===== src/rtl/scan_ctrl_pkg.sv =====
// Shared types and helpers for the scan test controller.
//   state_t   : controller FSM state, 3-bit encoding
//   cnt_width : width of a counter that must reach max(a, b)
package scan_ctrl_pkg;

  typedef enum logic [2:0] {
    IDLE      = 3'd0,
    SHIFT_IN  = 3'd1,
    CAPTURE   = 3'd2,
    SHIFT_OUT = 3'd3,
    DONE      = 3'd4
  } state_t;

  function automatic int cnt_width(input int a, input int b);
    return $clog2(((a > b) ? a : b) + 1);
  endfunction

endpackage


===== src/rtl/scan_shift_reg.sv =====
// Parallel-load / serial-shift register, shifting towards the MSB.
// Ports:
//   clk, rst  : clock, asynchronous active-low reset
//   load      : parallel load of load_val (wins over shift)
//   load_val  : parallel load value
//   shift     : shift left by one, shift_in enters at the LSB
//   shift_in  : serial input
//   q         : register contents (q[W-1] is the serial output)
module scan_shift_reg #(
  parameter int W = 8
) (
  input  logic         clk,
  input  logic         rst,
  input  logic         load,
  input  logic [W-1:0] load_val,
  input  logic         shift,
  input  logic         shift_in,
  output logic [W-1:0] q
);

  always_ff @(posedge clk or negedge rst) begin
    if (!rst) begin
      q <= '0;
    end else if (load) begin
      q <= load_val;
    end else if (shift) begin
      q <= {q[W-2:0], shift_in};
    end
  end

endmodule


===== src/rtl/scan_test_controller.sv =====
// Scan test controller: shifts a pattern into a scan chain, runs capture
// cycles, shifts the response out and compares it with the expected value.
// Optional build macro: SCAN_MASK_EN adds a don't-care mask on the compare.
// Ports:
//   clk, rst    : clock shared with the chain, asynchronous active-low reset
//   start       : run one test (sampled only in IDLE)
//   abort       : synchronous abort back to IDLE, no done pulse
//   pattern_in  : stimulus, MSB shifted first
//   expected    : expected response
//   mask        : (SCAN_MASK_EN only) 1 = ignore that response bit
//   scan_out    : serial output of the last chain flop
//   scan_en     : chain shift enable
//   scan_in     : serial data into the first chain flop
//   busy        : high outside IDLE
//   done        : one-cycle completion pulse
//   response    : last completed response, first sampled bit in MSB
//   pass        : compare result, valid from done until next accepted start
//
// state     | meaning
// IDLE      | waiting for start
// SHIFT_IN  | shifting pattern into the chain, scan_en=1
// CAPTURE   | functional cycles, scan_en=0
// SHIFT_OUT | shifting response out of the chain, scan_en=1
// DONE      | publish response/pass, pulse done
module scan_test_controller
  import scan_ctrl_pkg::*;
#(
  parameter int CHAIN_LEN      = 8,
  parameter int CAPTURE_CYCLES = 1,
  parameter int CNT_W          = cnt_width(CHAIN_LEN, CAPTURE_CYCLES)
) (
  input  logic                 clk,
  input  logic                 rst,
  input  logic                 start,
  input  logic                 abort,
  input  logic [CHAIN_LEN-1:0] pattern_in,
  input  logic [CHAIN_LEN-1:0] expected,
`ifdef SCAN_MASK_EN
  input  logic [CHAIN_LEN-1:0] mask,
`endif
  input  logic                 scan_out,
  output logic                 scan_en,
  output logic                 scan_in,
  output logic                 busy,
  output logic                 done,
  output logic [CHAIN_LEN-1:0] response,
  output logic                 pass
);

  state_t               state;
  logic [CNT_W-1:0]     cnt;
  logic [CNT_W-1:0]     cnt_inc;
  logic                 last_shift;
  logic                 last_cap;
  logic                 accept;
  logic                 kill;
  logic [CHAIN_LEN-1:0] exp_q;
  logic [CHAIN_LEN-1:0] stim_q;
  logic [CHAIN_LEN-1:0] resp_q;
  logic                 miscompare;
  logic                 unused_stim_bits;

  assign cnt_inc    = cnt + CNT_W'(1);
  assign last_shift = (cnt_inc == CNT_W'(CHAIN_LEN));
  assign last_cap   = (cnt_inc == CNT_W'(CAPTURE_CYCLES));
  assign accept     = (state == IDLE) && start && !abort;
  assign kill       = (state != IDLE) && abort;

  // The stimulus register drains to zero after CHAIN_LEN shifts and is
  // cleared on abort, so its MSB flop can drive scan_in directly and is 0
  // outside SHIFT_IN.
  scan_shift_reg #(.W(CHAIN_LEN)) u_stim (
    .clk      (clk),
    .rst      (rst),
    .load     (accept || kill),
    .load_val (accept ? pattern_in : '0),
    .shift    ((state == SHIFT_IN) && !abort),
    .shift_in (1'b0),
    .q        (stim_q)
  );

  // Working response; the published response is only updated in DONE so an
  // aborted test leaves the previous result visible.
  scan_shift_reg #(.W(CHAIN_LEN)) u_resp (
    .clk      (clk),
    .rst      (rst),
    .load     (accept),
    .load_val ('0),
    .shift    ((state == SHIFT_OUT) && !abort),
    .shift_in (scan_out),
    .q        (resp_q)
  );

  assign scan_in          = stim_q[CHAIN_LEN-1];
  assign unused_stim_bits = ^stim_q[CHAIN_LEN-2:0];

`ifdef SCAN_MASK_EN
  logic [CHAIN_LEN-1:0] mask_q;

  always_ff @(posedge clk or negedge rst) begin
    if (!rst) begin
      mask_q <= '0;
    end else if (accept) begin
      mask_q <= mask;
    end
  end

  assign miscompare = |((resp_q ^ exp_q) & ~mask_q);
`else
  assign miscompare = |(resp_q ^ exp_q);
`endif

  always_ff @(posedge clk or negedge rst) begin
    if (!rst) begin
      state    <= IDLE;
      cnt      <= '0;
      scan_en  <= 1'b0;
      busy     <= 1'b0;
      done     <= 1'b0;
      pass     <= 1'b0;
      response <= '0;
      exp_q    <= '0;
    end else begin
      done <= 1'b0;
      if (kill) begin
        state   <= IDLE;
        cnt     <= '0;
        scan_en <= 1'b0;
        busy    <= 1'b0;
      end else begin
        case (state)
          IDLE: begin
            if (accept) begin
              state   <= SHIFT_IN;
              cnt     <= '0;
              scan_en <= 1'b1;
              busy    <= 1'b1;
              exp_q   <= expected;
              pass    <= 1'b0;
            end
          end
          SHIFT_IN: begin
            if (last_shift) begin
              state   <= CAPTURE;
              cnt     <= '0;
              scan_en <= 1'b0;
            end else begin
              cnt <= cnt_inc;
            end
          end
          CAPTURE: begin
            if (last_cap) begin
              state   <= SHIFT_OUT;
              cnt     <= '0;
              scan_en <= 1'b1;
            end else begin
              cnt <= cnt_inc;
            end
          end
          SHIFT_OUT: begin
            if (last_shift) begin
              state   <= DONE;
              cnt     <= '0;
              scan_en <= 1'b0;
            end else begin
              cnt <= cnt_inc;
            end
          end
          DONE: begin
            state    <= IDLE;
            busy     <= 1'b0;
            done     <= 1'b1;
            pass     <= !miscompare;
            response <= resp_q;
          end
          default: begin
            state   <= IDLE;
            cnt     <= '0;
            scan_en <= 1'b0;
            busy    <= 1'b0;
          end
        endcase
      end
    end
  end

endmodule


===== config.mk =====
export PLATFORM = sky130hd
export DESIGN_NAME = scan_test_controller
export DESIGN_NICKNAME = d
export VERILOG_FILES = /design/src/rtl/scan_ctrl_pkg.sv /design/src/rtl/scan_shift_reg.sv /design/src/rtl/scan_test_controller.sv
export SDC_FILE = /design/constraint.sdc
export NUM_CORES = 1
export LEC_CHECK = 0
export CORE_MARGIN = 4
export CORE_UTILIZATION = 35
export DETAILED_ROUTE_END_ITERATION = 8
export SLEW_MARGIN = 20
export SYNTH_ARGS = -nofsm -noshare
export SYNTH_HDL_FRONTEND = slang
export SYNTH_SLANG_ARGS = --single-unit

===== constraint.sdc =====
create_clock -name clk -period 3.5 [get_ports clk]
set_input_delay 0.875 -clock clk [delete_from_list [all_inputs] [get_ports clk]]
set_output_delay 0.875 -clock clk [all_outputs]
set_load 0.01 [all_outputs]

==> results of run 1 <==
==> cell usage in the layout, fill, tap and decap left out, types with 3 or more instances in the layout <==
cell,netlist,routed
xor2_1,3,3
inv_1,4,4
nand2b_1,4,4
o21ai_0,14,14
nand2_1,34,34
nand4_1,3,3
clkdlybuf4s50_1,0,32
nor2_1,6,6
buf_4,2,3
clkbuf_8,0,5
dfrtp_1,43,43
o21ai_1,3,3
a21oi_1,11,11
nor3_1,4,4
xnor2_1,5,5
mux2i_1,7,7
mux2_2,16,16
ha_1,3,3
==> state kept, by name, indices dropped and copies added, names as in the netlist <==
register,cells
busy,1
cnt,4
done,1
exp_q,8
pass,1
response,8
scan_en,1
state,3
u_resp.q,8
u_stim.q,8
==> metal layers <==
layer | wire (um) | vias up | global-route usage, %
met1 | 2160 | 702 | 17.3
met3 | 217 | 2 | 3.79
met5 | 0 | - | 0
li1 | - | 752 | -
met4 | 23 | 0 | 3.88
met2 | 1880 | 34 | 20.0
==> critical path, delay by kind of cell <==
kind	cells	cell delay [ns]
buffers and inverters	1	0.59
AOI/OAI and AO/OA	1	0.10
and+or+nand+nor	3	1.15
==> power by group through the flow <==
stage	clock, mW	sequential, mW	combinational, mW
after global placement	0	0.742	0.520
final	0.453	0.735	0.523
after floorplan	0	0.711	0.391
after global routing	0.488	0.753	0.589
after CTS	0.466	0.733	0.527
after detailed placement	0	0.743	0.523
==> worst max-delay path by stage <==
stage | cells after the start | endpoint | slack (ns) | startpoint
6_report | 5 | u_stim.q[7] | 0.95 | abort
5_1_grt | 5 | u_stim.q[4] | 0.81 | abort
4_1_cts | 5 | u_stim.q[7] | 0.93 | abort
3_5_place_dp | 5 | u_stim.q[7] | 0.64 | abort
3_3_place_gp | 5 | u_stim.q[1] | 0.71 | abort
2_1_floorplan | 4 | response[0] | 1.46 | abort
==> cell type report <==
type | instances | area share (%)
flip-flops and latches | 43 | 40.7
multi-input cells | 140 | 36.1
repair buffers | 37 | 14.2
well taps | 72 | 3.41
clock buffers | 6 | 2.75
clock inverters | 2 | 2.27
inverters | 4 | 0.568
==> cell families (layout without fill, tap and decap cells) <==
kind of cell             count (synthesis)  in the layout  share of synthesized area [%]
adder cells (fa/ha/maj)                  3              3                           1.79
multiplexers                            23             23                           12.0
XOR/XNOR                                 8              8                           3.35
flip-flops                              43             43                           51.4
AO/OA/AOI/OAI                           38             38                           11.8
buffers and inverters                   13             49                           3.41
AND/OR/NAND/NOR                         68             68                           16.2
==> metrics by stage <==
step	total power [mW]	instances
after floorplan	1.10	196
after global placement	1.26	295
after detailed placement	1.27	295
after CTS	1.73	303
after global routing	1.83	304
final	1.71	304
==> flow_summary.toml, run 1 <==
[outcome]
outcome = "complete, no violations"

[global_route]
grt_max_degree = 44
antenna_found_initial = 0
grt_usage_pct = 12.8
grt_pass1_wl_mm = 7.54
grt_pass1_vias = 1583
overflow = 0

[yosys]
synth_edf_count = 0
ys_ff_latch = 43
avgSynthCellArea_um2 = 10.7
postSynth.asyncResetShare_pct = 100
synth-main-ff-cell = "dfrtp_1"
synth_area_leaders = "dfrtp_1, mux2_2, nand2_1"
synth_cells = 196
syn_nets = 220
netlist_top_cells_count = "dfrtp_1, nand2_1, mux2_2"
yosys_warnings = 0
synth.top_cell.area_share_pct = 51.4
ys_types = 39
synth_top_cell_by_area = "dfrtp_1"
ys_seq_area_share_pct = 51.4
synthesis.area_um2 = 2090
yosysMostFrequentCell = "dfrtp_1"

[final_layout]
multi_input_area_um2 = 953
drive_gt1_share_pct = 16.4
utilization_pct = 46.8
area_delta_synth_final_pct = 26.3
regArea_um2 = 1080
layout.nets = 255
diodes = 0
fillCellCount = 522
final_area_um2 = 2640

[timing]
post-route-period-util_pct = 73.0
finalHoldViolCount = 0
setup_slack_ns = 0.945
setup_viol_count_final = 0
finalMaxSlewViolations = 0
tns_ns = 0
whs_ns = 0.512
clock_skew_ns = 0.00800
max_slew_margin_pct = 58.2
rsz0062_at_grt = "false"
min_period_ns = 2.55
max_freq_mhz = 391
worst_pin_slew_ns = 0.624

[place]
io_buffer_count = 33
hpwl_mm = 3.01
gp_congestion = 0.781
place_ws_ns = 0.643
dpl_cell_area_um2 = 2480

[clocking]
numCtsBuffers = 5
cts_sinks = 43
clockBufferDepth = 2
clk_latency_ns = 0.29
cts_hold_buf = 0
post_cts_buffers = 0
clockRootBuffer = "clkbuf_8"
cts_tree = "yes"
clk_pin_slew_ns = 0.08
htree_levels = 2
cts-resized-gates = 0

[power_and_ir_drop]
seqPwrFrac_pct = 43.0
p_switching_uw = 540
p_int_mw = 1.17
p_sw_share_pct = 31.6
clkPwrFrac_pct = 26.5
p_leak_nw = 1.10
comb_power_share_pct = 30.6
vdd_drop_max_mv = 0.253
powerDensity_nw_per_um2 = 647

[die]
fp.coreArea_um2 = 5640
dieHeight_um = 85.3
start_util_pct = 37.1
io_pins = 34
rows = 27
die_w_um = 85.3
die_area_um2 = 7280

[critical_path]
worst_r2r_path_depth = 4
r2r-start = "state[1]"
reg2reg_to = "u_stim.q[7]"
critPathSlowestCell = "clkdlybuf4s50_1"
rrSetupSlack_ns = 1.51
max_stage_delay_ns = 0.59
crit_required_ns = 3.67
critPathArrivalTime_ns = 2.73
crit_type = "in2reg"
cp-end-kind = "flop"
cp-start-kind = "input pin"
worstPathMaxFanout = 14
crit_chain = "clkdlybuf4s50_1 -> nand2b_1 -> nor2b_2 -> nand2b_2 -> o21ai_0"

[route]
wl_per_cell_um = 14.1
drtPass1Iterations = 5
vias_per_cell = 4.90
drtAntennaViolNets = 0
drt_iter0_markers = 86
routed_wl_mm = 4.28
vias = 1490
drc = 0

[hold_path]
holdPathStages = 1
min_to = "response[0]"
hold_path_startpoint = "response[0]"
hp-class = "reg2reg"

[run]
maxCapViolations = 0
Note: power is estimated with default switching activity, not from simulation.
==> run 2: changes to the inputs <==
==> constraint.sdc (replaced) <==
create_clock -name clk -period 2.38 [get_ports clk]
set_input_delay 0.595 -clock clk [delete_from_list [all_inputs] [get_ports clk]]
set_output_delay 0.595 -clock clk [all_outputs]
set_load 0.01 [all_outputs]
==> run 2 against run 1 <==
Wire length fell by 2.2%; register-to-register slack got worse by 1.1 ns; setup slack got worse by 0.55 ns; largest power group unchanged; highest routed layer unchanged.
==> flow_summary.toml, run 2 (synthesized netlist as in run 1, its figures left out) <==
[clocking]
cts_tree = "yes"
cts-resized-gates = 0
clockRootBuffer = "clkbuf_8"
numCtsBuffers = 5
cts_hold_buf = 0
clk_pin_slew_ns = 0.08
htree_levels = 2
clk_latency_ns = 0.29
clockBufferDepth = 2
cts_sinks = 43
post_cts_buffers = 0

[place]
dpl_cell_area_um2 = 2520
hpwl_mm = 2.97
gp_congestion = 0.791
io_buffer_count = 33

[critical_path]
cp-start-kind = "flop"
rrSetupSlack_ns = 0.40
crit_required_ns = 2.59
worstPathMaxFanout = 8
critPathArrivalTime_ns = 2.19
crit_type = "reg2reg"
cp-end-kind = "flop"

[power_and_ir_drop]
p_leak_nw = 1.08
vdd_drop_max_mv = 0.405
powerDensity_nw_per_um2 = 890

[timing]
max_slew_margin_pct = 64.3
whs_ns = 0.357
finalMaxSlewViolations = 0
max_freq_mhz = 504
tns_ns = 0
setup_viol_count_final = 0
rsz0062_at_grt = "false"
worst_pin_slew_ns = 0.535
clock_skew_ns = 0.00502
min_period_ns = 1.98
finalHoldViolCount = 0
post-route-period-util_pct = 83.4

[global_route]
grt_pass1_wl_mm = 7.29
antenna_found_initial = 0
overflow = 0
grt_usage_pct = 12.5
grt_pass1_vias = 1481
grt_max_degree = 44

[die]
fp.coreArea_um2 = 5640
rows = 27
dieHeight_um = 85.3
die_w_um = 85.3
die_area_um2 = 7280
io_pins = 34
start_util_pct = 37.1

[route]
vias = 1503
drtAntennaViolNets = 0
vias_per_cell = 4.91
routed_wl_mm = 4.19
drc = 0
drt_iter0_markers = 133
drtPass1Iterations = 5
wl_per_cell_um = 13.7

[final_layout]
diodes = 0
layout_common_cells = "dfrtp_1, nand2_1, clkdlybuf4s50_1"
layout.nets = 257
area_delta_synth_final_pct = 24.4
drive_gt1_share_pct = 17.1
layout_commonest_cell = "dfrtp_1"
final_area_um2 = 2600

[run]
maxCapViolations = 0

[outcome]
outcome = "complete, no violations"

[hold_path]
hp-class = "in2async"
## run 2: path summary, 6_finish.rpt
check / depth (start not counted) / endpoint / startpoint
min: 2 / exp_q[3] / rst
max in group asynchronous: 2 / state[1] / rst
max reg2reg: 6 / state[0] / cnt[0]
min reg2reg: 2 / pass / pass
min in group clk: 2 / pass / pass
max: 6 / state[0] / cnt[0]
## run 2: critical path, stage by stage, from the launching register on
cell and delay, ns:
dfrtp_1 0.47, ha_1 0.27, or2_1 0.27, o21ai_4 0.09
a311oi_2 0.18, a2111o_1 0.40, a211oi_2 0.22
## run 2: final cells by class
type / instances / area, um^2
multi-input cells: 140 / 953
repair buffers: 39 / 383
well taps: 72 / 90.1
fillers: 542 / 3040
flip-flops and latches: 43 / 1080
clock buffers: 6 / 72.6
clock inverters: 2 / 12.5
inverters: 4 / 15.0
## run 2: power breakdown
part,switching (mW),total [mW],internal (mW)
combinational,0.385,0.790,0.405
sequential,0.168,1.08,0.909
clock,0.244,0.449,0.205
total,0.797,2.32,1.52
## run 2: per-stage QoR
| step | std cells | util, % | setup slack (ns) | total power [mW] |
|---|---|---|---|---|
| 5_1_grt | 306 | 46.1 | 0.279 | 2.49 |
| 2_1_floorplan | 196 | - | 0.571 | 1.62 |
| 4_1_cts | 306 | 46.1 | 0.387 | 2.36 |
| 3_3_place_gp | 298 | 44.6 | 0.277 | 1.89 |
| 3_5_place_dp | 298 | 44.6 | 0.247 | 1.89 |
| 6_report | 306 | 46.1 | 0.395 | 2.32 |
## run 2: layer usage
metal	vias up	GRT usage, %	share of wire, %
met5	-	0	0
met4	0	3.88	1.1
met3	4	4.95	5.8
met2	37	18.1	44
met1	711	17.1	49
li1	751	-	-
==> run 3: changes to the inputs <==
==> constraint.sdc (replaced) <==
create_clock -name clk -period 1.7 [get_ports clk]
set_input_delay 0.425 -clock clk [delete_from_list [all_inputs] [get_ports clk]]
set_output_delay 0.425 -clock clk [all_outputs]
set_load 0.01 [all_outputs]
==> run 3 against run 2 <==
The flow now finishes with violations (setup timing); final cell count increased by 8.5%; setup slack lost 0.43 ns; flip-flop and latch count stayed put; via count up 7.6%; critical path type unchanged; largest cell class unchanged; highest routed layer unchanged.
==> flow_summary.toml, run 3 (synthesized netlist as in run 1, its figures left out) <==
[final_layout]
layout_commonest_cell = "dfrtp_1"
multi_input_area_um2 = 1060
final_area_um2 = 2940
fillCellCount = 483
diodes = 0
regArea_um2 = 1080
drive_gt1_share_pct = 31.5
layout.nets = 283
area_delta_synth_final_pct = 40.4
layout_common_cells = "dfrtp_1, nand2_1, clkdlybuf4s50_1"

[timing]
clock_skew_ns = 0.00786
max_slew_margin_pct = 77.4
post-route-period-util_pct = 102
finalMaxSlewViolations = 0
setup_slack_ns = -0.0353
rsz0062_at_grt = "true"
setup_viol_count_final = 4
finalHoldViolCount = 0
worst_pin_slew_ns = 0.338
max_freq_mhz = 576
min_period_ns = 1.74
tns_ns = -0.107
whs_ns = 0.0855

[global_route]
grt_usage_pct = 13.9
overflow = 0
antenna_found_initial = 0
grt_pass1_vias = 1712
grt_pass1_wl_mm = 8.10
grt_max_degree = 44

[critical_path]
crit_required_ns = 1.87
worstPathMaxFanout = 5
cp-end-kind = "flop"
crit_type = "reg2reg"
cp-start-kind = "flop"
critPathSlowestCell = "dfrtp_2"
critPathBufInv = 1
max_stage_delay_ns = 0.46
critPathArrivalTime_ns = 1.90
cp_top_family = "compound AO/OA/AOI/OAI gates"
crit_chain = "ha_4 -> or2_4 -> o21ai_4 -> a311oi_4 -> buf_4 -> o211ai_1 -> o311ai_2"

[route]
drtAntennaViolNets = 0
vias = 1617
drt_iter0_markers = 62
routed_wl_mm = 4.72
wl_per_cell_um = 14.2
vias_per_cell = 4.87
drtPass1Iterations = 5
drc = 0

[power_and_ir_drop]
finalPower_mw = 3.73
p_leak_nw = 1.26
vdd_drop_max_mv = 0.609
powerDensity_nw_per_um2 = 1270

[die]
fp.coreArea_um2 = 5640
start_util_pct = 37.1
die_w_um = 85.3
io_pins = 34
dieHeight_um = 85.3
die_area_um2 = 7280
rows = 27

[place]
hpwl_mm = 3.18
dpl_cell_area_um2 = 2710
place_ws_ns = -0.274
gp_congestion = 0.792
io_buffer_count = 33

[clocking]
clk_pin_slew_ns = 0.09
htree_levels = 2
clockBufferDepth = 2
cts_hold_buf = 0
cts_sinks = 43
numCtsBuffers = 5
clockRootBuffer = "clkbuf_8"
clk_latency_ns = 0.30
cts_tree = "yes"

[outcome]
failed_checks = "setup timing"
outcome = "complete, but fails checks"

[run]
maxCapViolations = 0

[hold_path]
hp-class = "in2async"
run 3: cell types whose count changed in the layout (fill, tap and decap cells not counted), sizes merged:
| cell | previous run | this run |
|---|---|---|
| clkdlybuf4s50 | 32 | 31 |
| dlymetal6s2s | 0 | 1 |
| buf | 7 | 33 |
run 3: worst paths after layout:
check	start	end	slack, ns	cells after the start
max	cnt[0]	scan_en	-0.04	7
min in group clk	response[5]	response[5]	0.51	1
max in group asynchronous	rst	cnt[0]	1.40	2
min reg2reg	response[5]	response[5]	0.51	1
max reg2reg	cnt[0]	scan_en	-0.04	7
min	rst	cnt[1]	0.09	2
run 3: layer usage:
layer	global-route usage [%]	routed length (um)	vias to the layer above
met5	0	0	-
met4	4.60	73	0
met3	4.27	268	8
met2	22.5	2190	41
met1	17.8	2180	763
li1	-	-	805
run 3: final cells by class:
class                           instances  area share [%]
Timing Repair Buffer                   65            20.7
Clock buffer                            6            2.47
Sequential cell                        43            36.7
Clock inverter                          2           0.426
Inverter                                4           0.511
Multi-Input combinational cell        140            36.1
Tap cell                               72            3.07
run 3: through the flow:
step | cells | utilization [%]
floorplan | 196 | -
global placement | 319 | 48.1
detailed placement | 319 | 48.1
CTS | 332 | 51.6
global route | 332 | 52.1
finish | 332 | 52.1
run 3: timing repair:
item,4_1_cts,5_1_grt
pin swaps,7,4
endpoints found under the setup margin,5,30
gates resized for setup,17,6
buffers inserted,5,0
run 3: report_power, final:
part / internal (mW) / switching (mW)
clock: 0.287 / 0.358
sequential: 1.28 / 0.222
combinational: 0.885 / 0.705
